<file path="config.mk">
export PLATFORM = sky130hd
export DESIGN_NAME = aibnd_avmm_clkrst_seq
export DESIGN_NICKNAME = d
export VERILOG_FILES = /design/src/rtl/aibnd_avmm_clkrst_seq_pkg.sv /design/src/rtl/aibnd_avmm_seq_cnt.sv /design/src/rtl/aibnd_avmm_clkrst_seq.sv
export SDC_FILE = /design/constraint.sdc
export NUM_CORES = 1
export LEC_CHECK = 0
export CORE_MARGIN = 4
export CORE_UTILIZATION = 48
export DETAILED_ROUTE_END_ITERATION = 7
export GPL_TIMING_DRIVEN = 0
export MAX_ROUTING_LAYER = met4
export PLACE_DENSITY = 0.72
export SETUP_SLACK_MARGIN = 0.05
export SYNTH_ARGS = -nofsm -noshare
export SYNTH_HDL_FRONTEND = slang
export SYNTH_HIERARCHICAL = 1
export SYNTH_SLANG_ARGS = --single-unit
</file>
<file path="constraint.sdc">
create_clock -name avmm_clk -period 3.1 [get_ports avmm_clk]
set_input_delay 0.31 -clock avmm_clk [delete_from_list [all_inputs] [get_ports avmm_clk]]
set_output_delay 0.31 -clock avmm_clk [all_outputs]
set_load 0.03 [all_outputs]
</file>
<file path="src/rtl/aibnd_avmm_clkrst_seq_pkg.sv">
// Shared state encoding for the AVMM-derived PCS clock/reset sequencer.
// The encoding values are visible on seq_state for debug and reused by the bench.
package aibnd_avmm_clkrst_seq_pkg;

    typedef enum logic [2:0] {
        S_OFF   = 3'd0,
        S_CLKON = 3'd1,
        S_RUN   = 3'd2,
        S_HOLD  = 3'd3,
        S_GATE  = 3'd4
    } seq_state_e;

    // States in which the PCS clock gate is open.
    function automatic logic clk_open(input seq_state_e s);
        return (s == S_CLKON) || (s == S_RUN) || (s == S_HOLD);
    endfunction

endpackage

</file>
<file path="src/rtl/aibnd_avmm_seq_cnt.sv">
// Load/decrement delay counter. It saturates at zero and load wins over decrement.
module aibnd_avmm_seq_cnt #(
    parameter int unsigned CNT_W = 8
) (
    input  logic             clk,
    input  logic             rst_n,
    input  logic             load,
    input  logic [CNT_W-1:0] ld_val,
    input  logic             dec,
    output logic             zero
);

    logic [CNT_W-1:0] cnt_q;

    always_ff @(posedge clk or negedge rst_n) begin
        if (!rst_n) begin
            cnt_q <= '0;
        end else if (load) begin
            cnt_q <= ld_val;
        end else if (dec && (cnt_q != '0)) begin
            cnt_q <= cnt_q - 1'b1;
        end
    end

    assign zero = (cnt_q == '0);

endmodule

</file>
<file path="src/rtl/aibnd_avmm_clkrst_seq.sv">
// PCS clock-enable / reset sequencer: the clock runs before, during and after reset,
// and it is gated only after a completed reset hold.
module aibnd_avmm_clkrst_seq
    import aibnd_avmm_clkrst_seq_pkg::*;
#(
    parameter int unsigned CLK_DLY  = 8,
    parameter int unsigned RST_HOLD = 4,
    parameter int unsigned CNT_W    = 8
) (
    input  logic       avmm_clk,
    input  logic       avmm_rstb,
    input  logic       sw_rst_req,
    input  logic       clk_stop_req,
    output logic       pcs_clk_en,
    output logic       pcs_rstb,
    output logic       seq_ready,
    output logic       rst_ack,
    output logic [2:0] seq_state
);

    localparam logic [CNT_W-1:0] CLK_LD  = CNT_W'(CLK_DLY - 1);
    localparam logic [CNT_W-1:0] HOLD_LD = CNT_W'(RST_HOLD - 1);

    seq_state_e       state_q, state_d;
    logic             cnt_load, cnt_dec, cnt_zero;
    logic [CNT_W-1:0] cnt_ld_val;
    logic             ack_d;
    logic             clk_en_q, rstb_q, ready_q, ack_q;

    aibnd_avmm_seq_cnt #(
        .CNT_W(CNT_W)
    ) u_cnt (
        .clk   (avmm_clk),
        .rst_n (avmm_rstb),
        .load  (cnt_load),
        .ld_val(cnt_ld_val),
        .dec   (cnt_dec),
        .zero  (cnt_zero)
    );

    always_comb begin
        state_d    = state_q;
        cnt_load   = 1'b0;
        cnt_ld_val = CLK_LD;
        cnt_dec    = 1'b0;
        ack_d      = 1'b0;
        case (state_q)
            S_OFF: begin
                if (!clk_stop_req) begin
                    state_d  = S_CLKON;
                    cnt_load = 1'b1;
                end
            end
            S_CLKON: begin
                if (clk_stop_req) begin
                    state_d    = S_HOLD;
                    cnt_load   = 1'b1;
                    cnt_ld_val = HOLD_LD;
                end else if (cnt_zero) begin
                    state_d = S_RUN;
                end else begin
                    cnt_dec = 1'b1;
                end
            end
            S_RUN: begin
                if (clk_stop_req || sw_rst_req) begin
                    state_d    = S_HOLD;
                    cnt_load   = 1'b1;
                    cnt_ld_val = HOLD_LD;
                end
            end
            S_HOLD: begin
                // The hold always runs to completion before any request is acted on.
                if (!cnt_zero) begin
                    cnt_dec = 1'b1;
                end else if (clk_stop_req) begin
                    state_d = S_GATE;
                end else if (sw_rst_req) begin
                    ack_d = 1'b1;
                end else begin
                    state_d  = S_CLKON;
                    cnt_load = 1'b1;
                end
            end
            S_GATE: begin
                state_d = S_OFF;
            end
            default: begin
                state_d = S_OFF;
            end
        endcase
    end

    // Outputs are registered from the next state so they line up with state_q.
    always_ff @(posedge avmm_clk or negedge avmm_rstb) begin
        if (!avmm_rstb) begin
            state_q  <= S_OFF;
            clk_en_q <= 1'b0;
            rstb_q   <= 1'b0;
            ready_q  <= 1'b0;
            ack_q    <= 1'b0;
        end else begin
            state_q  <= state_d;
            clk_en_q <= clk_open(state_d);
            rstb_q   <= (state_d == S_RUN);
            ready_q  <= (state_d == S_RUN);
            ack_q    <= ack_d;
        end
    end

    assign pcs_clk_en = clk_en_q;
    assign pcs_rstb   = rstb_q;
    assign seq_ready  = ready_q;
    assign rst_ack    = ack_q;
    assign seq_state  = state_q;

endmodule

</file>
# Yosys cells after proc, flatten, opt, wreduce, memory -nomap -nowiden
# Cells that the tools add are included.
dict set report op_classes {
  n_addsub 1
  eq_ne 6
  n_mux 27
  reduce_logical 8
}
# cell n
set ops {}
lappend ops {{$mux 3} 9}
lappend ops {{$mux 8} 2}
lappend ops {{$eq 3x2->1 const B} 4}
lappend ops {{$mux 1} 12}
lappend ops {{$pmux 3 s4} 1}
lappend ops {{$logic_not 8->1} 1}
lappend ops {{$reduce_bool 8->1} 1}
lappend ops {{$sub 8x1->8 const B} 1}
lappend ops {{$eq 3x1->1 const B} 2}
lappend ops {{$pmux 3 s2} 1}
lappend ops {{$pmux 1 s4} 1}
lappend ops {{$logic_not 3->1} 1}
lappend ops {{$logic_or 1x1->1} 3}
lappend ops {{$pmux 1 s2} 1}
lappend ops {{$reduce_bool 2->1} 1}
lappend ops {{$logic_and 1x1->1} 1}
dict set report totals {
  ff_bits 14
  in_bits 4
  output_inout_bits 7
}

# Depth between registers and ports, before layout
# Gate-level depths: netlist of run 1.
dict set report depth {
  word_depth 7
  depth_mapped 11
}

# By module
# Netlist of run 1, hierarchy kept.
# mod n_inst cells_each area_per_inst_um2 seq_area_each_um2
set modules_own_cells {}
lappend modules_own_cells {aibnd_avmm_seq_cnt 1 58 528.0 200.2}
lappend modules_own_cells {aibnd_avmm_clkrst_seq 1 41 374.1 150.1}

# Least setup slack after synthesis of run 1
# Ideal clock, no wire load.
dict set report synth_timing {
  path_type {register to register}
  start {reg u_cnt.cnt_q[0]}
  end {reg u_cnt.cnt_q[7]}
  setup_time_ps 126
  arrival_ps 2784
  required_time_ps 2974
  path_slack_ps 190
  stages_incl_launch_ff 11
  path_buffers 0
  cell_sequence {dfrtp_1 > inv_1 > ha_1 > or3b_2 > nor2_1 > nand2_4 > o311a_1 > a211oi_2 > clkinv_1 > o311a_1 > a221o_1}
}
dict set report synth_via {
  word_cells_on_any_way 12
  cone_classes {1 x add/sub; 7 x mux; 4 x reduce/logical}
}
# element line
set synth_rtl {}
lappend synth_rtl {{start: declaration} aibnd_avmm_seq_cnt.sv:13} ;# logic [CNT_W-1:0] cnt_q;
lappend synth_rtl {{start signal: assignment} aibnd_avmm_seq_cnt.sv:19} ;# cnt_q <= ld_val;
lappend synth_rtl {{start signal: assignment} aibnd_avmm_seq_cnt.sv:21} ;# cnt_q <= cnt_q - 1'b1;
lappend synth_rtl {{$logic_not 8->1 *} aibnd_avmm_seq_cnt.sv:25} ;# assign zero = (cnt_q == '0);
lappend synth_rtl {{via cnt_zero} aibnd_avmm_clkrst_seq.sv:25} ;# logic cnt_load, cnt_dec, cnt_zero;
lappend synth_rtl {{$mux 1 *} aibnd_avmm_clkrst_seq.sv:74} ;# if (!cnt_zero) begin
lappend synth_rtl {{$pmux 1 s4 *} aibnd_avmm_clkrst_seq.sv:47} ;# case (state_q)
lappend synth_rtl {{via cnt_load} aibnd_avmm_clkrst_seq.sv:25}
lappend synth_rtl {{$mux 8 or $reduce_bool 2->1 (tied branches)} n/a}
# Mark *: on every way through the listed nets, which the timed path passes. The rest lies on a longest branch. The select of a mux whose other input is x is not followed.
# A chain may end at the register's enable or synchronous reset.

# Worst setup path in the final report of run 1
# Ends and elaborated chain as after synthesis.

==> results of run 1 <==
## synthesized netlist by cell type, types with 3 or more instances
cell type / n / share of area, %
sky130_fd_sc_hd__nor3b_1: 4 / 3.3
sky130_fd_sc_hd__a31oi_1: 3 / 2.1
sky130_fd_sc_hd__nor3_1: 6 / 3.3
sky130_fd_sc_hd__nor2b_1: 3 / 2.1
sky130_fd_sc_hd__dfrtp_1: 14 / 39
sky130_fd_sc_hd__inv_1: 3 / 1.2
sky130_fd_sc_hd__nand2_1: 4 / 1.7
sky130_fd_sc_hd__a21oi_1: 7 / 3.9
sky130_fd_sc_hd__nor2_1: 6 / 2.5
sky130_fd_sc_hd__o21ai_0: 3 / 1.7
sky130_fd_sc_hd__nand3_1: 3 / 1.7
sky130_fd_sc_hd__or4_1: 3 / 2.5
## metrics by stage
step,worst slack (ns),instances
after floorplan,0.190,104
after global placement,-0.229,139
after detailed placement,-0.293,139
after CTS,0.112,143
after global routing,0.0696,145
final,0.221,145
## flip-flops by register name (all words and copies together) (netlist names)
signal       count
pcs_clk_en       1
rst_ack          1
seq_ready        1
seq_state        3
u_cnt/cnt_q      8
## routing by layer
layer	global-route usage [%]	part of all wire, %	vias up
li1	-	-	412
met1	25.3	48	382
met2	26.8	46	13
met3	3.50	3.1	6
met4	9.17	2.7	0
met5	-	0	-
## area by class of cell
cell class,count,area [um^2]
fill,155,622
multi-input combinational,80,534
sequential,14,350
timing repair buffer,12,115
buffer,6,40.0
clock buffer,4,36.3
tap,25,31.3
inverter,4,16.3
## kinds of logic after synthesis
logic type / share of synthesized area (%)
adders and majority gates: 2.77
buffers and inverters: 5.69
and+or+nand+nor: 25.1
DFF: 38.8
xor gates and xnor gates: 0.971
other: 0.832
AOI/OAI and AO/OA: 25.8
## worst reg2reg max path, stage by stage (launching register included)
cell and delay [ns]:
sky130_fd_sc_hd__dfrtp_1 0.41, sky130_fd_sc_hd__inv_1 0.10, sky130_fd_sc_hd__ha_1 0.20, sky130_fd_sc_hd__or3b_2 0.52, sky130_fd_sc_hd__nor2_4 0.21, sky130_fd_sc_hd__nand2_4 0.09
sky130_fd_sc_hd__o311a_1 0.34, sky130_fd_sc_hd__a211oi_4 0.25, sky130_fd_sc_hd__clkinv_2 0.21, sky130_fd_sc_hd__o311a_1 0.17, sky130_fd_sc_hd__a221o_1 0.26
## worst max path at each step
stage	slack, ns	endpoint	cells past startpoint
2_1_floorplan	0.19	u_cnt/cnt_q[7]	10
3_3_place_gp	-0.23	u_cnt/cnt_q[7]	10
3_5_place_dp	-0.29	u_cnt/cnt_q[7]	10
4_1_cts	0.11	u_cnt/cnt_q[7]	10
5_1_grt	0.07	u_cnt/cnt_q[7]	10
6_report	0.22	u_cnt/cnt_q[7]	10
## what timing repair did
action | in CTS | in global routing
resized for setup | 5 | 2
endpoints found under the setup margin | 8 | 4
setup buffers | 0 | 2
pin swaps | 0 | 1
## report_power, final
| part | internal, uW | leakage [uW] | switching [uW] |
|---|---|---|---|
| clock | 71.5 | 0.0000210 | 66.4 |
| combinational | 214 | 0.000268 | 259 |
| sequential | 248 | 0.000164 | 70.4 |
==> flow_summary.yaml, run 1 <==
global_routing:
  grt_util_overall_pct: 18.7
  grt_overflow: 0
  grt_pass1_vias: 735
  grt_start_max_net_pins: 15
  grt_antenna_before_repair: 0
  grt_pass1_wl_um: 3530
synth:
  synth.avg_cell_area_um2: 9.11
  synth_cell_area_um2: 902
  synth_cell_type_count: 42
  ys_seq_elements: 14
  synthFlopType: "sky130_fd_sc_hd__dfrtp_1"
  ys_async_sr_fraction_pct: 100
  synthesis.yosys.warnings: 6
  synthesis.instances: 99
  ys_seq_area_share_pct: 38.8
  synth-edff-count: 0
clock_network:
  numCtsBuffers: 3
  cts.sinks: 14
  max-clock-path-buffers: 2
  cts-hold-fix-buffers: 0
  worstSkewPairLatency_ns: 0.29
  clk_pin_slew_worst_paths_ns: 0.09
  clock_tree.htree_level_count: 1
  root_buffer: "sky130_fd_sc_hd__clkbuf_4"
  tritoncts: "yes"
placement:
  dpl_cell_area_um2: 1050
  gpl.final_weighted_congestion: 0.827
  hpwlAfterDp_um: 1480
  io_buffers: 10
floorplanning:
  dieArea_um2: 2640
  fp.coreArea_um2: 1750
  io_pins: 11
  initial_core_util_pct: 51.7
  die_w_um: 51.4
  fp-row-count: 15
  fp.dieH_um: 51.4
power_and_ir_drop:
  power.total_uw: 929
  vdd.ir_drop.worst_uv: 518
  power_density_nw_per_um2: 827
  p_leak_uw: 0.000453
cells_and_area:
  layout.cells.most_common_list: "sky130_fd_sc_hd__dfrtp_1 (14), sky130_fd_sc_hd__clkdlybuf4s50_1 (10), sky130_fd_sc_hd__a21oi_1 (7), sky130_fd_sc_hd__conb_1 (7), sky130_fd_sc_hd__nor3_1 (6)"
  area_delta_synth_final_pct: 24.5
  postLayoutCellArea_um2: 1120
  num_antenna_cells: 0
  design.final.nets: 127
  most_common_library_cell_in_the_layout_ignoring_fill_and_taps: "sky130_fd_sc_hd__dfrtp_1"
  post_route_cells_drive_above_1_share_pct: 14.2
  utilization_pct: 64.4
worst_setup_path:
  timing.rr.start: "u_cnt/cnt_q[0]"
  worstPathCellList: "inv_1, ha_1, or3b_2, nor2_4, nand2_4, o311a_1, a211oi_4, clkinv_2, o311a_1, a221o_1"
  worstSetupPathType: "flip-flop to flip-flop"
  critPathLaunch: "u_cnt/cnt_q[0]"
  start_kind: "flip-flop"
  cp_max_fo: 10
  timing.critical_path.max_delay_family: "compound AO/OA/AOI/OAI gates"
  critPathBufInv: 2
  cp_slowest_stage_delay_ns: 0.52
  r2r.worst_path.cells: 10
  worst_path_most_repeated_cell: "sky130_fd_sc_hd__o311a_1"
  critPathRequiredTime_ns: 3.28
  critical_path_cell_with_the_highest_stage_delay: "sky130_fd_sc_hd__or3b_2"
  ff2ff_setup_slack_ns: 0.22
  critical_path_at_ns: 3.06
  end_kind: "flip-flop"
  critical_path.reg2reg.endpoint: "u_cnt/cnt_q[7]"
drt:
  iteration_0_drc_markers: 9
  avgRoutedWirePerCell_um: 14.6
  detail_route.wirelength_um: 2120
  remaining_antenna_violation_count_after_routing: 0
  routed_vias: 813
  avgViaCountPerCell: 5.61
  drc: 0
  drt_first_pass_iters: 4
sta:
  grt_setup_unrepaired: "false"
  fmax_mhz: 347
  post-route-period-util_pct: 92.9
  slew_headroom_pct: 52.2
  timing.final.hold_violations: 0
  min_period_ns: 2.88
  final.setup.tns_ns: 0
  worst_pin_slew_ns: 0.711
  setup_viol: 0
  hold_slack_ns: 0.408
  timing.clock.skew_ns: 0.00158
  slew_viol_final: 0
flow_run:
  max_cap_viol_count: 0
status:
  outcome: "finished clean"
hold_path:
  kind_of_path_behind_the_tightest_hold_check: "input port to asynchronous set/reset pin"
Note: power is estimated with default switching activity, not from simulation.
==> run 2, diff against run 1 <==
--- a/config.mk
+++ b/config.mk
@@ -5,6 +5,7 @@
 export SDC_FILE = /design/constraint.sdc
 export NUM_CORES = 1
 export LEC_CHECK = 0
+export CORE_ASPECT_RATIO = 0.8
 export CORE_MARGIN = 4
 export CORE_UTILIZATION = 48
 export DETAILED_ROUTE_END_ITERATION = 7
==> flow_summary.yaml, run 2 (same netlist as run 1, synthesis figures left out) <==
status:
  outcome: "finished clean"
sta:
  timing.final.hold_violations: 0
  setup_viol: 0
  hold_slack_ns: 0.415
  fmax_mhz: 341
  slew_viol_final: 0
  min_period_ns: 2.94
  slew_headroom_pct: 54.7
  grt_setup_unrepaired: "true"
  final_critical_path_setup_slack_ns: 0.163
  worst_pin_slew_ns: 0.674
  post-route-period-util_pct: 94.7
  timing.clock.skew_ns: 0.00195
power_and_ir_drop:
  power.total_uw: 912
  vdd.ir_drop.worst_uv: 545
  power_density_nw_per_um2: 827
  p_leak_uw: 0.000443
placement:
  dpl_cell_area_um2: 1050
  io_buffers: 10
  pre_cts_slack_ns: -0.258
  gpl.final_weighted_congestion: 0.845
  hpwlAfterDp_um: 1440
drt:
  detail_route.wirelength_um: 1980
  avgViaCountPerCell: 5.99
  iteration_0_drc_markers: 40
  drc: 0
  routed_vias: 839
  remaining_antenna_violation_count_after_routing: 0
  drt_first_pass_iters: 5
  avgRoutedWirePerCell_um: 14.1
global_routing:
  grt_pass1_wl_um: 3340
  grt_pass1_vias: 706
  grt_util_overall_pct: 17.2
  grt_antenna_before_repair: 0
  grt_overflow: 0
  grt_start_max_net_pins: 15
floorplanning:
  fp.dieH_um: 46.8
  die_w_um: 56.5
  dieArea_um2: 2640
  fp-row-count: 13
  fp.coreArea_um2: 1710
  io_pins: 11
  initial_core_util_pct: 52.8
cells_and_area:
  most_common_library_cell_in_the_layout_ignoring_fill_and_taps: "sky130_fd_sc_hd__dfrtp_1"
  largest_reg_flops: 8
  area_delta_synth_final_pct: 22.2
  num_antenna_cells: 0
  post_route_cells_drive_above_1_share_pct: 12.7
  max_flop_register: "u_cnt/cnt_q"
  layout.cells.most_common_list: "sky130_fd_sc_hd__dfrtp_1 (14), sky130_fd_sc_hd__clkdlybuf4s50_1 (10), sky130_fd_sc_hd__a21oi_1 (7), sky130_fd_sc_hd__conb_1 (7), sky130_fd_sc_hd__nor3_1 (6)"
  postLayoutCellArea_um2: 1100
  design.final.nets: 125
clock_network:
  max-clock-path-buffers: 2
  worstSkewPairLatency_ns: 0.28
  tritoncts: "yes"
  clk_pin_slew_worst_paths_ns: 0.09
  root_buffer: "sky130_fd_sc_hd__clkbuf_4"
  cts.sinks: 14
  clock_tree.htree_level_count: 1
  numCtsBuffers: 3
worst_setup_path:
  timing.critical_path.max_delay_family: "compound AO/OA/AOI/OAI gates"
  cp_slowest_stage_delay_ns: 0.52
  r2r.worst_path.cells: 10
  start_kind: "flip-flop"
  worst_path_most_repeated_cell: "sky130_fd_sc_hd__o311a_1"
  critical_path_cell_with_the_highest_stage_delay: "sky130_fd_sc_hd__or3b_2"
  cp_max_fo: 10
  critPathRequiredTime_ns: 3.27
  worstSetupPathType: "flip-flop to flip-flop"
  worstPathCellList: "inv_1, ha_1, or3b_2, nor2_4, nand2_4, o311a_1, a211oi_4, clkinv_2, o311a_1, a221o_1"
  timing.rr.start: "u_cnt/cnt_q[0]"
  end_kind: "flip-flop"
  critical_path_at_ns: 3.11
  ff2ff_setup_slack_ns: 0.16
  critical_path.reg2reg.endpoint: "u_cnt/cnt_q[7]"
  critPathBufInv: 2
hold_path:
  kind_of_path_behind_the_tightest_hold_check: "input port to asynchronous set/reset pin"
flow_run:
  max_cap_viol_count: 0
## run 2: cell types whose count changed in the layout (fill, tap and decap cells not counted), sizes merged
cell	delta
clkbuf	-1
buf	-1
## run 2: worst reg2reg max path, delay by kind of cell, from the launching register on
kind	cells	cell delay (ns)
buf+inv	2	0.33
simple gates	3	0.81
compound gates	4	1.08
flops	1	0.41
fa+ha+maj	1	0.20
## run 2: through the flow
stage          std cells  TNS (ns)  utilization (%)
4_1_cts              140         0             64.2
5_1_grt              140         0             64.5
3_3_place_gp         136    -0.921             61.4
2_1_floorplan        104         0                -
6_report             140         0             64.5
3_5_place_dp         136    -0.871             61.4
## run 2: where the power goes
part           internal (uW)  switching [uW]  leakage, uW
Sequential               248            68.5     0.000164
Clock                   71.5            61.6    0.0000210
Combinational            204             258     0.000258
Total                    524             388     0.000443
## run 2: final cells by class
class | instances | area, um^2
inverters | 4 | 16.3
fillers | 163 | 606
repair buffers | 10 | 100
flip-flops and latches | 14 | 350
multi-input cells | 80 | 534
clock buffers | 4 | 36.3
well taps | 22 | 27.5
plain buffers | 6 | 37.5
## run 2: metal layers
layer / vias up / GRT usage (%) / part of all wire [%]
met5: - / - / 0
met4: 0 / 2.84 / 0.61
met3: 2 / 5.22 / 5.1
met2: 21 / 25.6 / 45
met1: 405 / 23.5 / 49
li1: 411 / - / -
## run 2: worst max path at each step
stage / cells past startpoint / slack [ns] / startpoint / to
after floorplan: 10 / 0.19 / u_cnt/cnt_q[0] / u_cnt/cnt_q[7]
after global placement: 10 / -0.28 / u_cnt/cnt_q[0] / u_cnt/cnt_q[7]
after detailed placement: 10 / -0.26 / u_cnt/cnt_q[0] / u_cnt/cnt_q[7]
after CTS: 10 / 0.08 / u_cnt/cnt_q[0] / u_cnt/cnt_q[7]
after global routing: 10 / 0.006 / u_cnt/cnt_q[0] / u_cnt/cnt_q[7]
final: 10 / 0.16 / u_cnt/cnt_q[0] / u_cnt/cnt_q[7]
## run 2: timing repair
item,in CTS,in global routing
buffers inserted,0,0
endpoints found under the setup margin,8,4
hold endpoints to repair,0,0
hold buffers,0,0
resized for setup,4,2
